<file path="config.mk">
export PLATFORM = sky130hd
export DESIGN_NAME = clk_div_multi
export DESIGN_NICKNAME = d
export VERILOG_FILES = /design/src/rtl/clk_div_multi_pkg.sv /design/src/rtl/clk_div_chan.sv /design/src/rtl/clk_div_multi.sv
export SDC_FILE = /design/constraint.sdc
export NUM_CORES = 1
export LEC_CHECK = 0
export CAP_MARGIN = 20
export CORE_MARGIN = 5
export CORE_UTILIZATION = 53
export DETAILED_ROUTE_END_ITERATION = 7
export PLACE_DENSITY = 0.69
export SLEW_MARGIN = 20
export SYNTH_ARGS = -nofsm -noshare
export SYNTH_HDL_FRONTEND = slang
export SYNTH_HIERARCHICAL = 1
export SYNTH_SLANG_ARGS = --single-unit
</file>
<file path="constraint.sdc">
create_clock -name clk_in -period 16.2 [get_ports clk_in]
set_input_delay 4.86 -clock clk_in [delete_from_list [all_inputs] [get_ports clk_in]]
set_output_delay 4.86 -clock clk_in [all_outputs]
set_load 0.01 [all_outputs]
</file>
<file path="src/rtl/clk_div_multi_pkg.sv">
// Shared definitions for the multi-channel clock divider: output modes,
// minimum divisor and the channel-select width helper.
package clk_div_multi_pkg;

  typedef enum logic {
    MODE_SQUARE = 1'b0,
    MODE_PULSE  = 1'b1
  } mode_e;

  localparam int DIV_MIN = 2;

  // A single channel still needs a one-bit select port.
  function automatic int ch_width(input int nch);
    return (nch > 1) ? $clog2(nch) : 1;
  endfunction

endpackage

</file>
<file path="src/rtl/clk_div_chan.sv">
// One divider channel: period counter, active and one-deep pending settings,
// and registered clk_out/tick decoded from the next counter value.
module clk_div_chan
  import clk_div_multi_pkg::*;
#(
  parameter int DIV_W   = 16,
  parameter int DEF_DIV = 2
) (
  input  logic             clk_in,
  input  logic             rst_in,
  input  logic             en,
  input  logic             wr,
  input  logic [DIV_W-1:0] cfg_div,
  input  logic             cfg_mode,
  output logic             pend,
  output logic             clk_out,
  output logic             tick
);

  localparam logic [DIV_W-1:0] DIV_ONE = DIV_W'(1);
  localparam logic [DIV_W-1:0] DIV_LO  = DIV_W'(DIV_MIN);
  localparam logic [DIV_W-1:0] DIV_RST = DIV_W'(DEF_DIV);

  logic [DIV_W-1:0] cnt, div, pdiv;
  logic [DIV_W-1:0] cnt_n, div_n, div_cap;
  mode_e            mode, pmode, mode_n;
  logic             run, wrap, apply, hit_n, high_n;

  // NOTE: every always_comb output gets a default first, so no path can
  // leave a variable unassigned and infer a latch.
  always_comb begin
    wrap    = en && run && (cnt == div - DIV_ONE);
    // Pending settings land at a period boundary, or at once when idle.
    apply   = pend && (wrap || !(en && run));
    div_n   = apply ? pdiv : div;
    mode_n  = apply ? pmode : mode;
    cnt_n   = '0;
    if (en && run && !wrap) cnt_n = cnt + DIV_ONE;
    hit_n   = (cnt_n == div_n - DIV_ONE);
    high_n  = (mode_n == MODE_PULSE) ? hit_n
                                     : (cnt_n < div_n - (div_n >> 1));
    div_cap = (cfg_div < DIV_LO) ? DIV_LO : cfg_div;
  end

  // NOTE: state registers use non-blocking assignments so every flop samples
  // pre-edge values; the pending slot is reset too, which drops any write
  // still waiting when reset hits.
  always_ff @(posedge clk_in or posedge rst_in) begin
    if (rst_in) begin
      cnt     <= '0;
      run     <= 1'b0;
      div     <= DIV_RST;
      mode    <= MODE_SQUARE;
      pend    <= 1'b0;
      pdiv    <= DIV_RST;
      pmode   <= MODE_SQUARE;
      clk_out <= 1'b0;
      tick    <= 1'b0;
    end else begin
      run     <= en;
      cnt     <= cnt_n;
      div     <= div_n;
      mode    <= mode_n;
      clk_out <= en && high_n;
      tick    <= en && hit_n;
      // A write is only accepted while pend is clear, so it never races apply.
      if (wr) begin
        pend  <= 1'b1;
        pdiv  <= div_cap;
        pmode <= mode_e'(cfg_mode);
      end else if (apply) begin
        pend  <= 1'b0;
      end
    end
  end

endmodule

</file>
<file path="src/rtl/clk_div_multi.sv">
// NCH independent programmable dividers sharing one clock, with a single
// valid/ready configuration port steered by cfg_ch.
module clk_div_multi
  import clk_div_multi_pkg::*;
#(
  parameter  int NCH     = 4,
  parameter  int DIV_W   = 16,
  parameter  int DEF_DIV = 2,
  localparam int CH_W    = ch_width(NCH)
) (
  input  logic             clk_in,
  input  logic             rst_in,
  input  logic [NCH-1:0]   en,
  input  logic             cfg_valid,
  output logic             cfg_ready,
  input  logic [CH_W-1:0]  cfg_ch,
  input  logic [DIV_W-1:0] cfg_div,
  input  logic             cfg_mode,
  output logic [NCH-1:0]   clk_out,
  output logic [NCH-1:0]   tick
);

  logic [NCH-1:0] pend;

  // Out-of-range channels never match, so they read as ready and are dropped.
  always_comb begin
    cfg_ready = 1'b1;
    for (int i = 0; i < NCH; i++) begin
      if (cfg_ch == CH_W'(i)) cfg_ready = !pend[i];
    end
  end

  for (genvar g = 0; g < NCH; g++) begin : g_chan
    logic wr;
    assign wr = cfg_valid && cfg_ready && (cfg_ch == CH_W'(g));

    clk_div_chan #(
      .DIV_W   (DIV_W),
      .DEF_DIV (DEF_DIV)
    ) u_chan (
      .clk_in   (clk_in),
      .rst_in   (rst_in),
      .en       (en[g]),
      .wr       (wr),
      .cfg_div  (cfg_div),
      .cfg_mode (cfg_mode),
      .pend     (pend[g]),
      .clk_out  (clk_out[g]),
      .tick     (tick[g])
    );
  end

endmodule

</file>
==> results of run 1 <==
-- through the flow --
| step | hold WS, ns | utilization [%] |
|---|---|---|
| 2_1_floorplan | 0.463 | - |
| 3_5_place_dp | 0.489 | 54.9 |
| 6_report | 0.498 | 57.2 |
| 4_1_cts | 0.502 | 57.2 |
| 5_1_grt | 0.514 | 57.2 |
| 3_3_place_gp | 0.480 | 54.9 |
-- cells by family after synthesis --
group / Yosys count / share of synthesized area [%]
XOR/XNOR: 203 / 8.99
AO/OA/AOI/OAI: 484 / 17.5
multiplexers: 117 / 6.40
buffers and inverters: 275 / 5.71
adder cells (fa/ha/maj): 184 / 11.7
AND/OR/NAND/NOR: 811 / 22.5
flip-flops: 216 / 27.2
-- state kept, by name, indices dropped and copies added, names as in the netlist --
name,flops
g_chan.u_chan/pdiv,64
g_chan.u_chan/cnt,64
g_chan.u_chan/tick,4
g_chan.u_chan/mode,4
g_chan.u_chan/pmode,4
g_chan.u_chan/clk_out,4
g_chan.u_chan/run,4
g_chan.u_chan/div,64
g_chan.u_chan/pend,4
-- metal layers --
metal	part of all wire, %	wire length [um]
met1	45	25100
met3	5.7	3150
met2	46	25500
met5	0.024	13
met4	2.7	1480
-- area by class of cell --
class / instances / area [um2]
Inverter: 153 / 577
Clock inverter: 15 / 171
Clock buffer: 31 / 678
Sequential cell: 216 / 5420
Timing Repair Buffer: 57 / 513
Tap cell: 511 / 639
Multi-Input combinational cell: 1799 / 13400
Fill cell: 3331 / 16000
-- Yosys cell counts (9+ instances only) --
cell	number	area, um2
sky130_fd_sc_hd__and3_1	25	156
sky130_fd_sc_hd__a21boi_0	11	82.6
sky130_fd_sc_hd__nand4_1	50	313
sky130_fd_sc_hd__o21ai_0	64	320
sky130_fd_sc_hd__nor4_1	41	257
sky130_fd_sc_hd__and2_1	24	150
sky130_fd_sc_hd__mux2_2	69	777
sky130_fd_sc_hd__a21oi_1	94	470
sky130_fd_sc_hd__nor3b_1	14	105
sky130_fd_sc_hd__o21bai_1	27	203
sky130_fd_sc_hd__o211ai_1	31	233
sky130_fd_sc_hd__a211oi_1	30	225
sky130_fd_sc_hd__a21o_1	23	173
sky130_fd_sc_hd__o221ai_1	9	78.8
sky130_fd_sc_hd__clkbuf_1	83	312
sky130_fd_sc_hd__ha_1	180	2250
sky130_fd_sc_hd__or2_2	32	200
sky130_fd_sc_hd__and4_1	22	193
sky130_fd_sc_hd__or4_1	16	120
sky130_fd_sc_hd__a2bb2oi_1	15	131
sky130_fd_sc_hd__inv_1	152	571
sky130_fd_sc_hd__a211o_1	11	96.3
sky130_fd_sc_hd__a31oi_1	14	87.6
sky130_fd_sc_hd__mux2i_1	46	460
sky130_fd_sc_hd__o2111ai_1	14	123
sky130_fd_sc_hd__nor3_1	53	265
sky130_fd_sc_hd__xnor2_1	130	1140
sky130_fd_sc_hd__nand3_1	57	285
sky130_fd_sc_hd__o21a_1	13	97.6
sky130_fd_sc_hd__nand2_1	180	676
sky130_fd_sc_hd__dfrtp_1	208	5200
sky130_fd_sc_hd__nor2b_1	51	319
sky130_fd_sc_hd__buf_2	19	95.1
sky130_fd_sc_hd__buf_6	10	113
sky130_fd_sc_hd__nor2_1	138	518
sky130_fd_sc_hd__xor2_1	72	631
sky130_fd_sc_hd__o31ai_1	19	143
sky130_fd_sc_hd__nand3b_1	13	97.6
sky130_fd_sc_hd__nand2b_1	20	125
sky130_fd_sc_hd__or3_1	20	125
-- critical path: stages --
cell and delay, ns:
sky130_fd_sc_hd__clkdlybuf4s50_1 0.61, sky130_fd_sc_hd__mux4_2 0.55, sky130_fd_sc_hd__inv_1 0.07, sky130_fd_sc_hd__clkdlybuf4s50_1 0.53
-- final timing paths --
check	from	to	depth (start not counted)
min in group asynchronous	rst_in	g_chan[1].u_chan/pdiv[14]	2
min	g_chan[2].u_chan/mode	g_chan[2].u_chan/mode	1
min reg2reg	g_chan[2].u_chan/mode	g_chan[2].u_chan/mode	1
max	cfg_ch[0]	cfg_ready	4
max reg2reg	g_chan[0].u_chan/div[0]	g_chan[0].u_chan/clk_out	30
max in group asynchronous	rst_in	g_chan[2].u_chan/div[6]	3
-- report_power, final --
group	switching [W]	total, W	internal (W)
Clock	0.000241	0.000588	0.000347
Combinational	0.00108	0.00194	0.000860
Sequential	0.000211	0.000858	0.000648
==> summary.txt, run 1 <==
Outcome
  – Status: complete, no violations

Timing
  – Fmax: between 80 and 90 MHz
  – Setup repair after global routing missed its margin: no
  – Transition time at the pin with the least slew margin: roughly 0.87 ns
  – Worst setup skew after layout: 0.0234 ns
  – Clock period minus final worst setup slack: approximately 11 ns
  – Final period utilization: between 70% and 80%
  – Final setup vio count: 0
  – Final-report hold violation count: 0
  – Final TNS setup: 0 ns
  – Post-route worst setup slack: about 4.7 ns
  – Max-slew violation count: 0
  – Worst relative slew slack: a little over two fifths

Route
  – Routed wire length per instance: a little under 20 um
  – DRC errors left: 0
  – Total via count in the routed design: roughly 17000
  – Number of design-rule violations left by the first detailed-router iteration: about 1600
  – Wire length after detailed routing: 55.2 mm
  – Antenna violation net count after detailed routing: 0
  – Pre-antenna DRT Iters: 5
  – Per-cell via count in the routed design: 6.22

Floorplan
  – Number of placed I/O pins: 35
  – Floorplan die height: about 200 um
  – Die width: approximately 200 um
  – Initial core utilization: between 50 and 60%
  – Die area: roughly 42000 um2
  – Total core area: approximately 37000 um2
  – Number of cell rows: 71

Global route
  – Initial antenna violation count: 1
  – Overall fraction of global-route tracks in use: 26.0%
  – Overflow left after global routing: 0
  – Met3 layer usage reported by global route: 2.54%
  – Gr busiest metal: met2
  – First-pass GRT wire length: slightly below 90 mm
  – GR Util met2: a little over two fifths
  – Number of global-route vias before repair: roughly 17000
  – Largest net degree at the start of global routing: 55
  – Met1 GRT Util: between 30% and 40%

Critical path
  – Critical Path Fanout Max: 5
  – Req. time, crit path: 11.34 ns
  – Critical path capture point type: output pin
  – Register-to-register path setup slack: 8.54 ns
  – Data arrival time of the critical path: between 6 and 7 ns
  – Launching element type of the critical path: primary input
  – Kind of critical path: in -> out

Logic synthesis
  – Instance count of the mapped netlist: 2290
  – Syn nets: 2500
  – Dominant register cell in the synthesized netlist: sky130_fd_sc_hd__dfrtp_1
  – Synthesis Warnings: 6
  – Post-synthesis sequential element count: around 220
  – Unique cell type count in the Yosys netlist: roughly 110
  – Synth Area per Inst: 8.70 um2
  – Syn Std Cell Area: 19900 um2
  – Sequential-to-total area share from yosys stat: around 27%
  – Post-synth ARST share: 100%
  – Count of flip-flops with a built-in enable after synthesis: 0

Clock tree
  – Post CTS Setup Buffer Count: 0
  – Clock tree buffer depth: 3
  – Worst-skew pair later-pin latency: about 0.56 ns
  – Clock transition at path regs: about 0.06 ns
  – Post-cts resize count: 0
  – TritonCTS clock tree: done
  – CTS hold repair buffers: 0
  – TritonCTS Sinks: about 220
  – CTS H-Tree Depth: 1
  – Root buf cell: sky130_fd_sc_hd__clkbuf_16
  – Number of buffers created by CTS: 25

Cells and area
  – Most frequent cells in the layout: sky130_fd_sc_hd__dfrtp_1 (208), sky130_fd_sc_hd__nand2_1 (180), sky130_fd_sc_hd__ha_1 (180)
  – Area growth from synthesis to layout: 7.41%
  – Fraction of final layout cells sized beyond drive strength 1: between 10% and 20%
  – Post-route non-filler standard cell count: between 2000 and 3000
  – Final std cell area, no fill: roughly 21000 um2
  – Number of nets at the end of the flow: 2462
  – Most common library cell in the layout ignoring fill and taps: sky130_fd_sc_hd__dfrtp_1
  – Diode count: 0

Power
  – Total power consumption of the routed design: about 0.0034 W
  – Power per cell area: around 160 nW/um2
  – Largest vdd supply drop: 0.0940 mV
  – Standby leakage power: roughly 9.2 nW

Placement
  – Post-DP HPWL: between 40 and 50 mm
  – Area of placed instances: between 20000 and 25000 um2
  – Number of port buffers: 34
  – DP Worst Slack: 4.73 ns
  – Inst Count DP: 2736
  – GPL Wtd Cong: between 0.9 and 1

Min path
  – Worst Hold Class: reg -> reg

Job
  – Max_cap viols: 0
No activity file was read; power rests on OpenSTA's default activity.
==> run 2, diff against run 1 <==
Clock period 16.2 ns to 10.6 ns, I/O delays scaled along.
==> run 2 against run 1 <==
Total power increased by 55%. Combinational power increased by 55%. Setup slack got worse by 2.4 ns. Clock-buffer cell count decreased by 1. Core utilization about the same. Global-route usage increased by 0.17 points. Via count about the same. Die area unchanged. Critical endpoint is now g_chan[3].u_chan/clk_out.
==> summary.txt, run 2 (same netlist as run 1, synthesis figures left out) <==
Global route
  – GR Util met2: 43.9%
  – Overall fraction of global-route tracks in use: 26.2%
  – First-pass GRT wire length: 89.0 mm
  – Largest net degree at the start of global routing: 55
  – Met1 GRT Util: 36.7%
  – Met3 layer usage reported by global route: 2.73%
  – Overflow left after global routing: 0
  – Gr busiest metal: met2
  – Number of global-route vias before repair: roughly 17000
  – Initial antenna violation count: 0

Placement
  – Number of port buffers: 34
  – Post-DP HPWL: between 40 and 50 mm
  – GPL Wtd Cong: 0.972
  – DP Worst Slack: roughly 1.9 ns
  – Inst Count DP: 2731

Cells and area
  – Sequential cell area: about 5400 um2
  – Most common library cell in the layout ignoring fill and taps: sky130_fd_sc_hd__dfrtp_1
  – Total of fill cells in the finished design: 3320
  – Post-route non-filler standard cell count: around 2800
  – Diode count: 0
  – Fraction of final layout cells sized beyond drive strength 1: ~10%
  – Number of nets at the end of the flow: ~2500
  – Top flop regs: g_chan.u_chan/cnt: 64 flops, g_chan.u_chan/div: 64 flops, g_chan.u_chan/pdiv: 64 flops
  – Total area of multi-input combinational cells: 13400 um2
  – Area growth from synthesis to layout: 7.47%
  – Most frequent cells in the layout: sky130_fd_sc_hd__dfrtp_1 (208), sky130_fd_sc_hd__nand2_1 (180), sky130_fd_sc_hd__ha_1 (180)

Route
  – Pre-antenna DRT Iters: 6
  – Antenna violation net count after detailed routing: 0
  – Per-cell via count in the routed design: approximately 6.2
  – Routed wire length per instance: between 15 and 20 um
  – Number of design-rule violations left by the first detailed-router iteration: about 1800
  – Total via count in the routed design: 17300
  – DRC errors left: 0
  – Wire length after detailed routing: between 50 and 60 mm

Critical path
  – Largest stage delay, worst path: between 0.6 and 0.7 ns
  – Kind of critical path: in -> reg
  – Critical Path Fanout Max: 15
  – Launching element type of the critical path: primary input
  – Data arrival time of the critical path: between 8 and 9 ns
  – Critical path capture point type: flip-flop
  – Slowest cell on crit path: sky130_fd_sc_hd__clkdlybuf4s50_1
  – Critical-path cell list: clkdlybuf4s50_1 > nand2_1 > o21ai_2 > mux2_2 > ha_1 > fa_1 > o21bai_1 > a21oi_1 > o21bai_1 > a21oi_1 > o21ai_0 > a21oi_1 > o21ai_0 > a21oi_1 > o31ai_1 > nor4b_1 > a311oi_1 > ha_1 > nor2b_1 > o21ai_0 > nand3b_1 > a211oi_1 > o2111ai_1 > o41ai_2
  – Most prevalent standard cell on the critical path: sky130_fd_sc_hd__a21oi_1
  – Combined buffer and inverter count along the critical path: 1
  – Worst R2R Path Depth: 29
  – Source of the worst register-to-register timing path: g_chan[0].u_chan/div[0]
  – Reg2Reg Capture Point: g_chan[0].u_chan/clk_out
  – Register-to-register path setup slack: roughly 2.8 ns
  – Category of cells accounting for the largest share of critical-path delay: compound AO/OA/AOI/OAI gates
  – Req. time, crit path: approximately 11 ns

Floorplan
  – Number of placed I/O pins: 35
  – Total core area: roughly 37000 um2
  – Initial core utilization: around 53%
  – Die area: a little over 40000 um2
  – Die width: 204 um
  – Number of cell rows: roughly 70
  – Floorplan die height: ~200 um

Clock tree
  – Clock tree buffer depth: 3
  – Number of buffers created by CTS: 24
  – Post CTS Setup Buffer Count: 0
  – TritonCTS clock tree: done
  – TritonCTS Sinks: ~220
  – Clock transition at path regs: 0.06 ns
  – Root buf cell: sky130_fd_sc_hd__clkbuf_16
  – Post-cts resize count: 0
  – Worst-skew pair later-pin latency: 0.54 ns
  – CTS hold repair buffers: 0
  – CTS H-Tree Depth: 1

Min path
  – Worst Hold Depth: 1
  – End of the worst hold path: g_chan[1].u_chan/mode
  – Worst Hold Class: reg -> reg
  – Critical hold path startpoint: g_chan[1].u_chan/mode

Timing
  – Final-report hold violation count: 0
  – Setup repair after global routing missed its margin: no
  – Fmax: around 120 MHz
  – Clock period minus final worst setup slack: 8.30 ns
  – Worst slack on hold paths: 0.501 ns
  – Post-route worst setup slack: ~2.3 ns
  – Transition time at the pin with the least slew margin: just over 0.9 ns
  – Final setup vio count: 0
  – Worst relative slew slack: 37.7%
  – Worst setup skew after layout: around 0.013 ns
  – Max-slew violation count: 0
  – Final TNS setup: 0 ns
  – Final period utilization: 78.3%

Job
  – Max_cap viols: 0

Outcome
  – Status: complete, no violations

Power
  – Standby leakage power: about 9 nW
  – Power per cell area: roughly 250 nW/um2
  – Largest vdd supply drop: 0.168 mV
## run 2: cell count changes in the layout (fill, tap and decap cells not counted), sizes merged
cell | before | now
clkinv | 6 | 7
clkinvlp | 4 | 2
inv | 155 | 153
buf | 23 | 19
bufinv | 3 | 5
clkbuf | 31 | 30
## run 2: worst max-delay path by stage
stage                               endpoint  slack, ns       from  cells after the start
floorplan           g_chan[3].u_chan/clk_out       2.93      en[3]                     25
global placement    g_chan[3].u_chan/clk_out       1.98      en[3]                     24
detailed placement  g_chan[0].u_chan/clk_out       1.85      en[0]                     24
CTS                                cfg_ready       2.35  cfg_ch[0]                      4
global route        g_chan[0].u_chan/clk_out       1.80      en[0]                     24
finish              g_chan[3].u_chan/clk_out       2.30      en[3]                     24
## run 2: where the power goes
| part | switching [W] | internal, W | total [W] | leakage (nW) |
|---|---|---|---|---|
| logic | 0.00169 | 0.00132 | 0.00301 | 6.06 |
| registers | 0.000330 | 0.000989 | 0.00132 | 2.73 |
| clock network | 0.000358 | 0.000580 | 0.000938 | 0.437 |
| total | 0.00238 | 0.00289 | 0.00526 | 9.23 |
## run 2: final cells by class
| class | instances | share of cell area (%) |
|---|---|---|
| clock buffers | 30 | 3.20 |
| clock inverters | 14 | 0.970 |
| inverters | 153 | 2.69 |
| multi-input cells | 1799 | 62.6 |
| flip-flops and latches | 216 | 25.3 |
| well taps | 511 | 2.99 |
| repair buffers | 53 | 2.26 |
## run 2: through the flow
stage	total power, W	cell area, um2	utilization (%)
final	0.00526	21400	57.2
after global routing	0.00569	21400	57.2
after floorplan	0.00355	19900	-
after global placement	0.00418	20500	54.8
after detailed placement	0.00428	20500	54.8
after CTS	0.00524	21400	57.2
## run 2: layer usage
metal / wire [um] / vias to the layer above
li1: - / 8212
met1: 24800 / 8402
met2: 25800 / 612
met3: 3540 / 94
met4: 1260 / 0
met5: 0 / -
